[src/rtl/div_8_9.sv]
// Dual-modulus /8 or /9 prescaler: a /4-or-/5 counter stage feeding a /2 stage.
// MC is sampled once per output period, on the edge that enters the low half,
// and selects whether that low half lasts 4 or 5 cycles.
// Both stage clocks leave through flops, so they are glitch-free and have no
// combinational path from any input.
module div_8_9 (
   input  logic clk,
   input  logic rst_n,   // active-high synchronous reset despite the name
   input  logic MC,      // 0 = /8, 1 = /9
   output logic f45,
   output logic f89
);

   // High half of the /2 stage (f89 high) and low half (f89 low, optionally stretched)
   typedef enum logic {PH_HI, PH_LO} phase_t;

   phase_t     phase, phase_nx;
   logic [2:0] c45, c45_nx;
   logic [2:0] last;
   logic       wrap;
   logic       mc_q, mc_nx;
   logic       f45_nx, f89_nx;

   // State register: counters, latched modulus and the registered output clocks
   always_ff @(posedge clk) begin
      if (rst_n) begin
         c45   <= '0;
         phase <= PH_HI;
         mc_q  <= 1'b0;
         f45   <= 1'b0;
         f89   <= 1'b0;
      end else begin
         c45   <= c45_nx;
         phase <= phase_nx;
         mc_q  <= mc_nx;
         f45   <= f45_nx;
         f89   <= f89_nx;
      end
   end

   // Next state: /4 or /5 count, /2 toggle on wrap, MC captured entering the low half
   always_comb begin
      last     = (phase == PH_LO && mc_q) ? 3'd4 : 3'd3;
      // >= rather than == so an out-of-range count (e.g. 4 while dividing by 4) still wraps
      wrap     = (c45 >= last);
      c45_nx   = c45 + 3'd1;
      phase_nx = phase;
      mc_nx    = mc_q;
      if (wrap) begin
         c45_nx   = '0;
         phase_nx = (phase == PH_HI) ? PH_LO : PH_HI;
      end
      if (phase == PH_HI && c45 == 3'd3)
         mc_nx = MC;
   end

   // Output decode from current state, registered one cycle later
   always_comb begin
      f45_nx = (c45 < 3'd2);
      f89_nx = (phase == PH_HI);
   end

endmodule

[config.mk]
export PLATFORM = sky130hd
export DESIGN_NAME = div_8_9
export DESIGN_NICKNAME = d
export VERILOG_FILES = /design/src/rtl/div_8_9.sv
export SDC_FILE = /design/constraint.sdc
export NUM_CORES = 1
export LEC_CHECK = 0
export BUFFER_PORTS_ARGS = -buffer_cell sky130_fd_sc_hd__buf_2
export CAP_MARGIN = 20
export CORE_AREA = 2 2 39 41
export DETAILED_ROUTE_END_ITERATION = 10
export DIE_AREA = 0 0 41 43
export MAX_ROUTING_LAYER = met4
export PLACE_DENSITY = 0.53
export REMOVE_ABC_BUFFERS = 1
export SETUP_SLACK_MARGIN = 0.05
export SYNTH_ARGS = -nofsm -noshare
export SYNTH_HDL_FRONTEND = slang
export SYNTH_SLANG_ARGS = --single-unit
[constraint.sdc]
create_clock -name clk -period 1.99 [get_ports clk]
set_clock_uncertainty 0.2 [all_clocks]
set_input_delay 0.0995 -clock clk [delete_from_list [all_inputs] [get_ports clk]]
set_output_delay 0.0995 -clock clk [all_outputs]
set_load 0.05 [all_outputs]
Word-level counts from Yosys, hierarchy flattened
Cells that the tools add are included.
Storage, ports and cells
  register bits after elaboration: 7
  input port bits: 3
  output and inout bits: 2
Cells by class
  add/subtract/negate cells: 1
  magnitude comparators: 2
  eq/ne operators: 1
  multiplexer cells: 2
  bitwise logic cells: 1
  reductions and logical operators: 3
Operators with widths (count)
  adder 3 x 1 -> 3 bit (second input constant): 1
  == test 3 x 2 -> 1 bit (second input constant): 1
  >= comparator 3 bit: 1
  < comparator 3 x 2 -> 1 bit (second input constant): 1
  two-way mux 3 bit: 1
  logical AND 1 bit: 2
  OR reduction 2 bit: 1
  two-way mux 1 bit: 1
  inverter 1 bit: 1

Longest topological paths before layout
Gate-level depths: netlist of run 1.
  word-level depth: 4
  depth in mapped cells: 5

Least setup slack after synthesis of run 1
OpenSTA, ideal clock, no wires.
  kind: reg2reg
  start point: reg phase
  end point: reg phase
  setup time: 128 ps
  arrival time: 1229 ps
  required time: 1662 ps
  path slack: 433 ps
  stages on the path, launching flop included: 6
  path buffers: 0
  period minus slack after synthesis: 1557 ps
  path through: dfxtp_1 nand2_1 ha_1 nand2b_1 a211oi_1 a211oi_2
Between the ends
  longest elaborated chain between the ends: 3
  elaborated cells on any way between the ends: 4
  those cells by class: order compare: 1; mux: 2; reduce/logical: 1
Ends and longest elaborated chain
  from (decl): line 17  | phase_t phase, phase_nx;
  from (signal assigned): line 34  | phase <= phase_nx;
  logical AND 1 bit: line 43  | last = (phase == PH_LO && mc_q) ? 3'd4 : 3'd3;
  two-way mux 3 bit: line 43
  >= comparator 3 bit: line 45  | wrap = (c45 >= last);
Several ways; a longest one is shown, not always the timed one.
A chain may end at the register's enable or synchronous reset.

Worst setup path in the final report of run 1
  start point: reg mc_q
  end point: reg phase
Between the ends
  longest elaborated chain between the ends: 3
Ends and longest elaborated chain
  from (decl): line 21  | logic mc_q, mc_nx;
  from (signal assigned): line 35  | mc_q <= mc_nx;
  logical AND 1 bit: line 43
  two-way mux 3 bit: line 43
  >= comparator 3 bit: line 45
Every way passes these cells.

==> flow_summary_export.csv, run 1 <==
group,metric,value,unit
global_routing,grt_pass1_wl,945,um
sta,worst_slack,314,ps
routing,wl,592,um
setup_path,cp_top_family,"flip-flops",
synthesis,synth_top_area_share,41.0,%
pwr,intPower,0.000381,W
routing,num_vias,271,
placement,gp_congestion,0.645,
clock_network,cts_resized,0,
cells_and_area,finish.utilization,30.9,%
synthesis,synthFlopType,"dfxtp_1",
die,pin_count,5,
synthesis,ys_seq_elements,7,
cells_and_area,drive_above_1_share,26.7,%
die,die_y,43,um
global_routing,top_usage_layer,"met2",
sta,slew_viol_final,0,
global_routing,grt_pass1_vias,218,
pwr,p_leak,0.176,nW
synthesis,ys_async_sr_fraction,0,%
sta,period_minus_slack,1680,ps
sta,slew_headroom,81.4,%
clock_network,clockBufferDepth,2,
global_routing,antenna_found_initial,0,
die,start_util,24.7,%
synthesis,synth_common_cells,"8 x nor2_1, 7 x dfxtp_1, 3 x ha_1, 3 x inv_1, 2 x a211oi_2",
routing,drcViolationCount,0,
synthesis,synth_edf_count,0,
die,die_w,41,um
synthesis,ys_types,17,
clock_network,clock_latency,260,ps
global_routing,grtUsageMet3,7.85,%
setup_path,worst-r2r-setup-slack,310,ps
routing,wl_per_cell,9.70,um
setup_path,crit_buf_inv,0,
synthesis,synth_area_leaders,"dfxtp_1 41%, ha_1 11%, nor2_1 8.8%",
setup_path,required,1930,ps
global_routing,grt_start_max_net_pins,8,
sta,rsz0062_at_grt,"no",
pwr,finalPower,0.000642,W
routing,ant_nets,0,
clock_network,post_cts_buffers,0,
setup_path,cp_cell_sequence,"nand2_1, ha_1, nand2b_1, a211oi_1, a211oi_2",
pwr,pwr-share-clk,20.4,%
pwr,seq_power_share,38.0,%
routing,viasPerCell,4.44,
placement,port_buffers,4,
synthesis,syn_inst,35,
placement,place_area,382,sq um
routing,drtIter0Drc,6,
pwr,power_density,1500,mW/mm^2
clock_network,cts-root-buf,"clkbuf_4",
clock_network,cts_tree,"built",
clock_network,clkTransAtPathRegs,50,ps
routing,firstDrtPassIters,3,
sta,fin_tns_setup,0,ps
pwr,p_switching,0.000261,W
placement,hpwl,426,um
sta,setup_viol,0,
synthesis,syn-mean-instance-area,9.76,sq um
cells_and_area,antennaDiodeCount,0,
cells_and_area,fillCellCount,158,
pwr,p_sw_share,40.7,%
cells_and_area,nets,52,
clock_network,h-tree-depth,1,
pwr,vdd_drop_max,0.000417,V
synthesis,synth_top_cell_by_area,"dfxtp_1",
clock_network,cts.sinks,7,
die,die-area,0.00176,sq mm
global_routing,grt_use_total,8.76,%
cells_and_area,stdcell_area,428,sq um
cells_and_area,synthToLayoutAreaGrowth,25.3,%
global_routing,overflow,0,
sta,final.period_utilization,84.2,%
setup_path,start_kind,"register",
pwr,combPwrFrac,41.7,%
setup_path,worst-path-max-fanout,5,
global_routing,grtUsageMet1,9.06,%
sta,max_freq,597,MHz
synthesis,yosys_warnings,0,
setup_path,end_kind,"register",
global_routing,use_met2,12.2,%
sta,hold_violations,0,
clock_network,ctsHoldBuffers,2,
status,status,"finished, final reports clean",
run,drv_cap,0,
synthesis,netlist_area,342,sq um
sta,worst_pin_slew,280,ps
die,core-area,0.00138,sq mm
placement,dp_slack,329,ps
setup_path,cpPeakStageDelay,420,ps
setup_path,critical_path_arrival,1610,ps
clock_network,cts_inserted_buffers,3,
die,rows,14,
worst_hold_path,hold_class,"reg -> reg",
setup_path,cpMaxStageDelayCell,"dfxtp_1",
setup_path,worst-setup-path-type,"reg -> reg",
synthesis,ys_seq_area_share,41.0,%
synthesis,yosysMostFrequentCell,"nor2_1",
## routing by layer
layer | share of wire [%] | wire length (um)
met5 | 0 | 0
met1 | 45 | 265
met4 | 0 | 0
met3 | 7.1 | 42
met2 | 48 | 283
## worst paths after layout
check,start,endpoint,cells after the start
setup / recovery,mc_q,phase,5
hold reg to reg,c45[0],c45[0],1
hold / removal,c45[0],c45[0],1
setup reg to reg,mc_q,phase,5
## power groups by stage
stage,Combinational (W),Sequential [W],Clock (W)
2_1_floorplan,0.000181,0.000278,0
3_3_place_gp,0.000268,0.000248,0
3_5_place_dp,0.000267,0.000247,0
4_1_cts,0.000271,0.000244,0.000133
5_1_grt,0.000299,0.000255,0.000137
6_report,0.000268,0.000244,0.000131
## per-stage QoR
stage / hold WS, ps / instances
after floorplan: -35.9 / 35
after global placement: 131 / 55
after detailed placement: 142 / 55
after CTS: 253 / 61
after global routing: 270 / 61
final: 249 / 61
## placed cells by master, fill, tap and decap left out
master,Yosys,layout
a211oi_1,1,1
a211oi_2,2,2
and4bb_1,1,1
buf_2,0,4
clkbuf_1,0,1
clkbuf_4,0,3
dfxtp_1,7,7
dlygate4sd3_1,0,2
ha_1,3,3
inv_1,3,3
inv_2,1,1
mux2i_1,1,1
nand2_1,1,1
nand2b_1,1,1
nor2_1,8,8
nor2b_1,1,1
nor3_1,1,1
nor3b_2,1,1
nor4b_2,1,1
o22ai_1,1,1
o2bb2ai_1,1,1
## registers in the layout, indices dropped and copies added (netlist names)
register,flops
f45,1
phase,1
c45,3
f89,1
mc_q,1
## final cells by class
class / count / area, sq um / area share, %
Multi-Input combinational cell: 24 / 186 / 43.6
Tap cell: 16 / 20.0 / 4.68
Inverter: 4 / 15.0 / 3.51
Timing Repair Buffer: 6 / 40.0 / 9.36
Clock buffer: 4 / 26.3 / 6.14
Sequential cell: 7 / 140 / 32.7
## cells by family after synthesis
| family | share of synthesized area (%) |
|---|---|
| adders and majority gates | 11.0 |
| muxes | 2.93 |
| AOI/OAI and AO/OA | 13.9 |
| and+or+nand+nor | 26.7 |
| buffers and inverters | 4.39 |
| DFF | 41.0 |
No activity file was read; power rests on OpenSTA's default activity.
==> run 2, diff against run 1 <==
PLACE_DENSITY = 0.55   (was 0.53)
clock period = 1.4 ns   (was 1.99 ns; I/O delays follow)
==> flow_summary_export.csv, run 2 (synthesis gave the netlist of run 1 again) <==
group,metric,value,unit
pwr,p_leak,0.216,nW
clock_network,clkTransAtPathRegs,50,ps
sta,worst_slack,4.26,ps
routing,wl,679,um
clock_network,cts_tree,"built",
clock_network,clock_latency,250,ps
global_routing,grt_pass1_wl,1240,um
sta,worst_pin_slew,251,ps
clock_network,cts.sinks,7,
worst_hold_path,hold_class,"reg -> reg",
cells_and_area,largest_reg_flops,3,
sta,whs,325,ps
cells_and_area,layout.cells.non_filler,66,
setup_path,required,1390,ps
global_routing,grt_pass1_vias,304,
global_routing,grt_start_max_net_pins,7,
cells_and_area,final_common_cell,"nor2_1",
setup_path,critical_path_arrival,1380,ps
worst_hold_path,min-delay-start,"c45[0]",
sta,setup_viol,0,
global_routing,antenna_found_initial,0,
placement,place_inst,60,
clock_network,cts_inserted_buffers,3,
setup_path,worst-setup-path-type,"reg -> reg",
placement,port_buffers,4,
die,start_util,24.7,%
placement,hpwl,480,um
clock_network,clockBufferDepth,2,
routing,viasPerCell,4.48,
cells_and_area,nets,57,
routing,num_vias,296,
cells_and_area,largest_register,"c45",
die,rows,14,
clock_network,post_cts_buffers,0,
setup_path,critPathCapture,"c45[2]",
placement,gp_congestion,0.701,
die,pin_count,5,
sta,fin_tns_setup,0,ps
cells_and_area,antennaDiodeCount,0,
cells_and_area,fillCellCount,131,
cells_and_area,final_cell_mix,"7 x nor2_1, 5 x buf_4, 4 x dfxtp_1, 4 x buf_2",
status,status,"finished, final reports clean",
sta,slew_viol_final,0,
pwr,vdd_drop_max,0.000710,V
pwr,seq_power_share,27.6,%
die,die_w,41,um
setup_path,setup.worst_path.start,"phase",
sta,period_minus_slack,1400,ps
pwr,combPwrFrac,56.8,%
routing,drcViolationCount,0,
setup_path,reg2reg_to,"c45[2]",
sta,max_freq,716,MHz
run,drv_cap,0,
sta,final.period_utilization,99.7,%
pwr,pwr-share-clk,15.6,%
placement,place_area,419,sq um
sta,hold_violations,0,
pwr,power_density,2120,mW/mm^2
setup_path,r2r-start,"phase",
pwr,p_sw_share,39.4,%
cells_and_area,drive_above_1_share,58.0,%
die,die-area,0.00176,sq mm
placement,dp_slack,-161,ps
clock_network,h-tree-depth,1,
routing,wl_per_cell,10.3,um
cells_and_area,synthToLayoutAreaGrowth,57.9,%
setup_path,worst-r2r-setup-slack,4,ps
routing,ant_nets,0,
pwr,intPower,0.000694,W
sta,rsz0062_at_grt,"yes",
die,core-area,0.00138,sq mm
sta,slew_headroom,83.4,%
die,die_y,43,um
setup_path,start_kind,"register",
setup_path,end_kind,"register",
pwr,p_switching,0.000451,W
clock_network,cts-root-buf,"clkbuf_4",
setup_path,worst-path-max-fanout,4,
routing,firstDrtPassIters,2,
routing,drtIter0Drc,2,
global_routing,grt_use_total,10.9,%
cells_and_area,stdcell_area,539,sq um
global_routing,overflow,0,
setup_path,reg2reg_depth,5,
-- run 2: changes by cell type in the layout (fill, tap and decap cells not counted), moves of 3 or more --
cell | previous run | this run
buf_4 | 0 | 5
dfxtp_1 | 7 | 4
dfxtp_2 | 0 | 3
ha_1 | 3 | 0
ha_4 | 0 | 3
-- run 2: worst max-delay path, stage by stage, from the launching register on --
cell     delay, ps
dfxtp_2        340
nand2_2         60
ha_4           230
nor4b_4        260
o22ai_2        130
nor2_1         110
-- run 2: final cells by class --
class                           count  area (sq um)  area share [%]
Clock buffer                        4          26.3            4.87
Inverter                            4          15.0            2.78
Multi-Input combinational cell     24           256            47.6
Sequential cell                     7           144            26.7
Tap cell                           16          20.0            3.71
Timing Repair Buffer               11          77.6            14.4
-- run 2: layer usage --
metal  GRT usage (%)  share of wire, %  vias up
met5               -                 0        -
met3            7.85               5.6        0
met2            16.6                51        7
met4            2.00                 0        0
met1            11.2                43      138
li1                -                 -      151
-- run 2: stage by stage --
stage / total power (W) / util, %
global route: 0.00125 / 39.0
CTS: 0.00113 / 38.8
detailed placement: 0.000800 / 30.3
global placement: 0.000799 / 30.3
floorplan: 0.000652 / -
finish: 0.00115 / 39.0
-- run 2: worst min-delay path by stage --
stage | slack [ps] | depth (start not counted) | end
floorplan | -70 | 1 | phase
global placement | 130 | 3 | mc_q
detailed placement | 140 | 2 | f89
CTS | 310 | 2 | c45[0]
global route | 350 | 2 | c45[0]
finish | 320 | 2 | c45[0]
-- run 2: repair_timing --
item / CTS / global route
hold endpoints to repair: 4 / 0
hold buffers: 2 / 0
pin swaps: 6 / 6
setup endpoints to repair: 5 / 5
gates resized for setup: 14 / 2
-- run 2: power by group through the flow --
stage	clock network [W]	logic, W	registers, W
CTS	0.000187	0.000636	0.000311
detailed placement	0	0.000499	0.000301
global route	0.000198	0.000722	0.000325
finish	0.000179	0.000650	0.000316
floorplan	0	0.000257	0.000395
global placement	0	0.000499	0.000300
==> run 3, diff against run 2 <==
PLACE_DENSITY = not set   (was 0.55)
==> flow_summary_export.csv, run 3 (synthesis gave the netlist of run 1 again) <==
group,metric,value,unit
global_routing,grt_pass1_vias,335,
routing,num_vias,299,
setup_path,start_kind,"register",
placement,hpwl,448,um
sta,slew_headroom,83.5,%
sta,max_freq,706,MHz
routing,firstDrtPassIters,4,
setup_path,worst-path-max-fanout,4,
routing,drtIter0Drc,7,
sta,final.period_utilization,101,%
global_routing,grt_start_max_net_pins,7,
global_routing,grt_use_total,11.7,%
clock_network,cts-root-buf,"clkbuf_4",
global_routing,overflow,0,
placement,port_buffers,4,
sta,setup_viol,2,
sta,period_minus_slack,1420,ps
clock_network,cts_tree,"built",
routing,wl_per_cell,10.5,um
routing,viasPerCell,4.53,
routing,wl,691,um
sta,worst_pin_slew,247,ps
pwr,p_leak,0.217,nW
clock_network,clockBufferDepth,2,
sta,whs,309,ps
setup_path,r2r-start,"c45[0]",
routing,met1_length,260,um
setup_path,required,1370,ps
setup_path,worst-setup-path-type,"reg -> reg",
routing,drcViolationCount,0,
die,die-area,0.00176,sq mm
worst_hold_path,min-delay-start,"c45[0]",
die,die_w,41,um
placement,gp_congestion,0.790,
clock_network,h-tree-depth,1,
setup_path,end_kind,"register",
cells_and_area,drive_above_1_share,56.0,%
die,start_util,24.7,%
clock_network,post_cts_buffers,0,
cells_and_area,antennaDiodeCount,0,
sta,rsz0062_at_grt,"yes",
global_routing,antenna_found_initial,0,
status,status,"finished with violations",
run,drv_cap,0,
status,violations,"negative setup slack",
cells_and_area,largest_reg_flops,3,
global_routing,grt_pass1_wl,1280,um
sta,slew_viol_final,0,
clock_network,cts_inserted_buffers,3,
setup_path,worst-r2r-setup-slack,-20,ps
routing,wl_met3,48,um
cells_and_area,largest_register,"c45",
cells_and_area,finish.utilization,39.0,%
sta,fin_tns_setup,-21.2,ps
routing,ant_nets,0,
routing,dr.max_layer_used,"met4",
pwr,power_density,2110,mW/mm^2
worst_hold_path,hold_class,"reg -> reg",
die,rows,14,
setup_path,critical_path_arrival,1380,ps
cells_and_area,final_cell_mix,"7 x nor2_1, 5 x buf_4, 4 x dfxtp_1, 4 x buf_2",
sta,worst_slack,-17.1,ps
clock_network,cts.sinks,7,
die,pin_count,5,
die,core-area,0.00138,sq mm
cells_and_area,final_common_cell,"nor2_1",
clock_network,clock_latency,250,ps
sta,hold_violations,0,
pwr,vdd_drop_max,0.000891,V
cells_and_area,synthToLayoutAreaGrowth,57.9,%
cells_and_area,nets,57,
setup_path,setup.worst_path.start,"c45[0]",
placement,dp_slack,-143,ps
clock_network,clkTransAtPathRegs,50,ps
die,die_y,43,um
routing,route.met2.wl,366,um
## run 3: cell counts in the layout (fill, tap and decap cells not counted)
No cell type changed its count.
## run 3: path summary, 6_finish.rpt
| check | endpoint | cells after the start |
|---|---|---|
| setup / recovery | phase | 5 |
| hold / removal | c45[0] | 2 |
| setup reg to reg | phase | 5 |
| hold reg to reg | c45[0] | 2 |
## run 3: where the power goes
group / switching, W / total (W) / internal, W
registers: 0.0000353 / 0.000311 / 0.000275
logic: 0.000346 / 0.000650 / 0.000305
clock network: 0.0000702 / 0.000179 / 0.000108
total: 0.000451 / 0.00114 / 0.000689
## run 3: layout make-up
class                      instances  area (sq um)
tap                               16          20.0
multi-input combinational         24           256
inverter                           4          15.0
fill                             142           845
timing repair buffer              11          77.6
sequential                         7           144
clock buffer                       4          26.3
## run 3: per-stage QoR
stage	power, W	area [sq um]	std cells
6_report	0.00114	539	66
5_1_grt	0.00126	539	66
4_1_cts	0.00108	505	66
3_5_place_dp	0.000799	419	60
3_3_place_gp	0.000786	419	60
2_1_floorplan	0.000652	342	35
## run 3: timing repair
item	CTS	global route
pin swaps	3	2
hold buffers	2	0
endpoints found under the hold margin	4	0
gates cloned	0	0
gates resized for setup	10	5
endpoints found under the setup margin	5	5
## run 3: critical path, cell delays in order (launching register included)
cell and delay [ps]:
dfxtp_2 320, inv_1 60, ha_4 260, and4bb_1 290, nor2_2 40, a211oi_2 170
## run 3: layer usage
layer / track usage [%] / vias up
met2: 18.8 / 8
met1: 10.5 / 137
met3: 9.42 / 2
li1: - / 152
met5: - / -
met4: 2.00 / 0
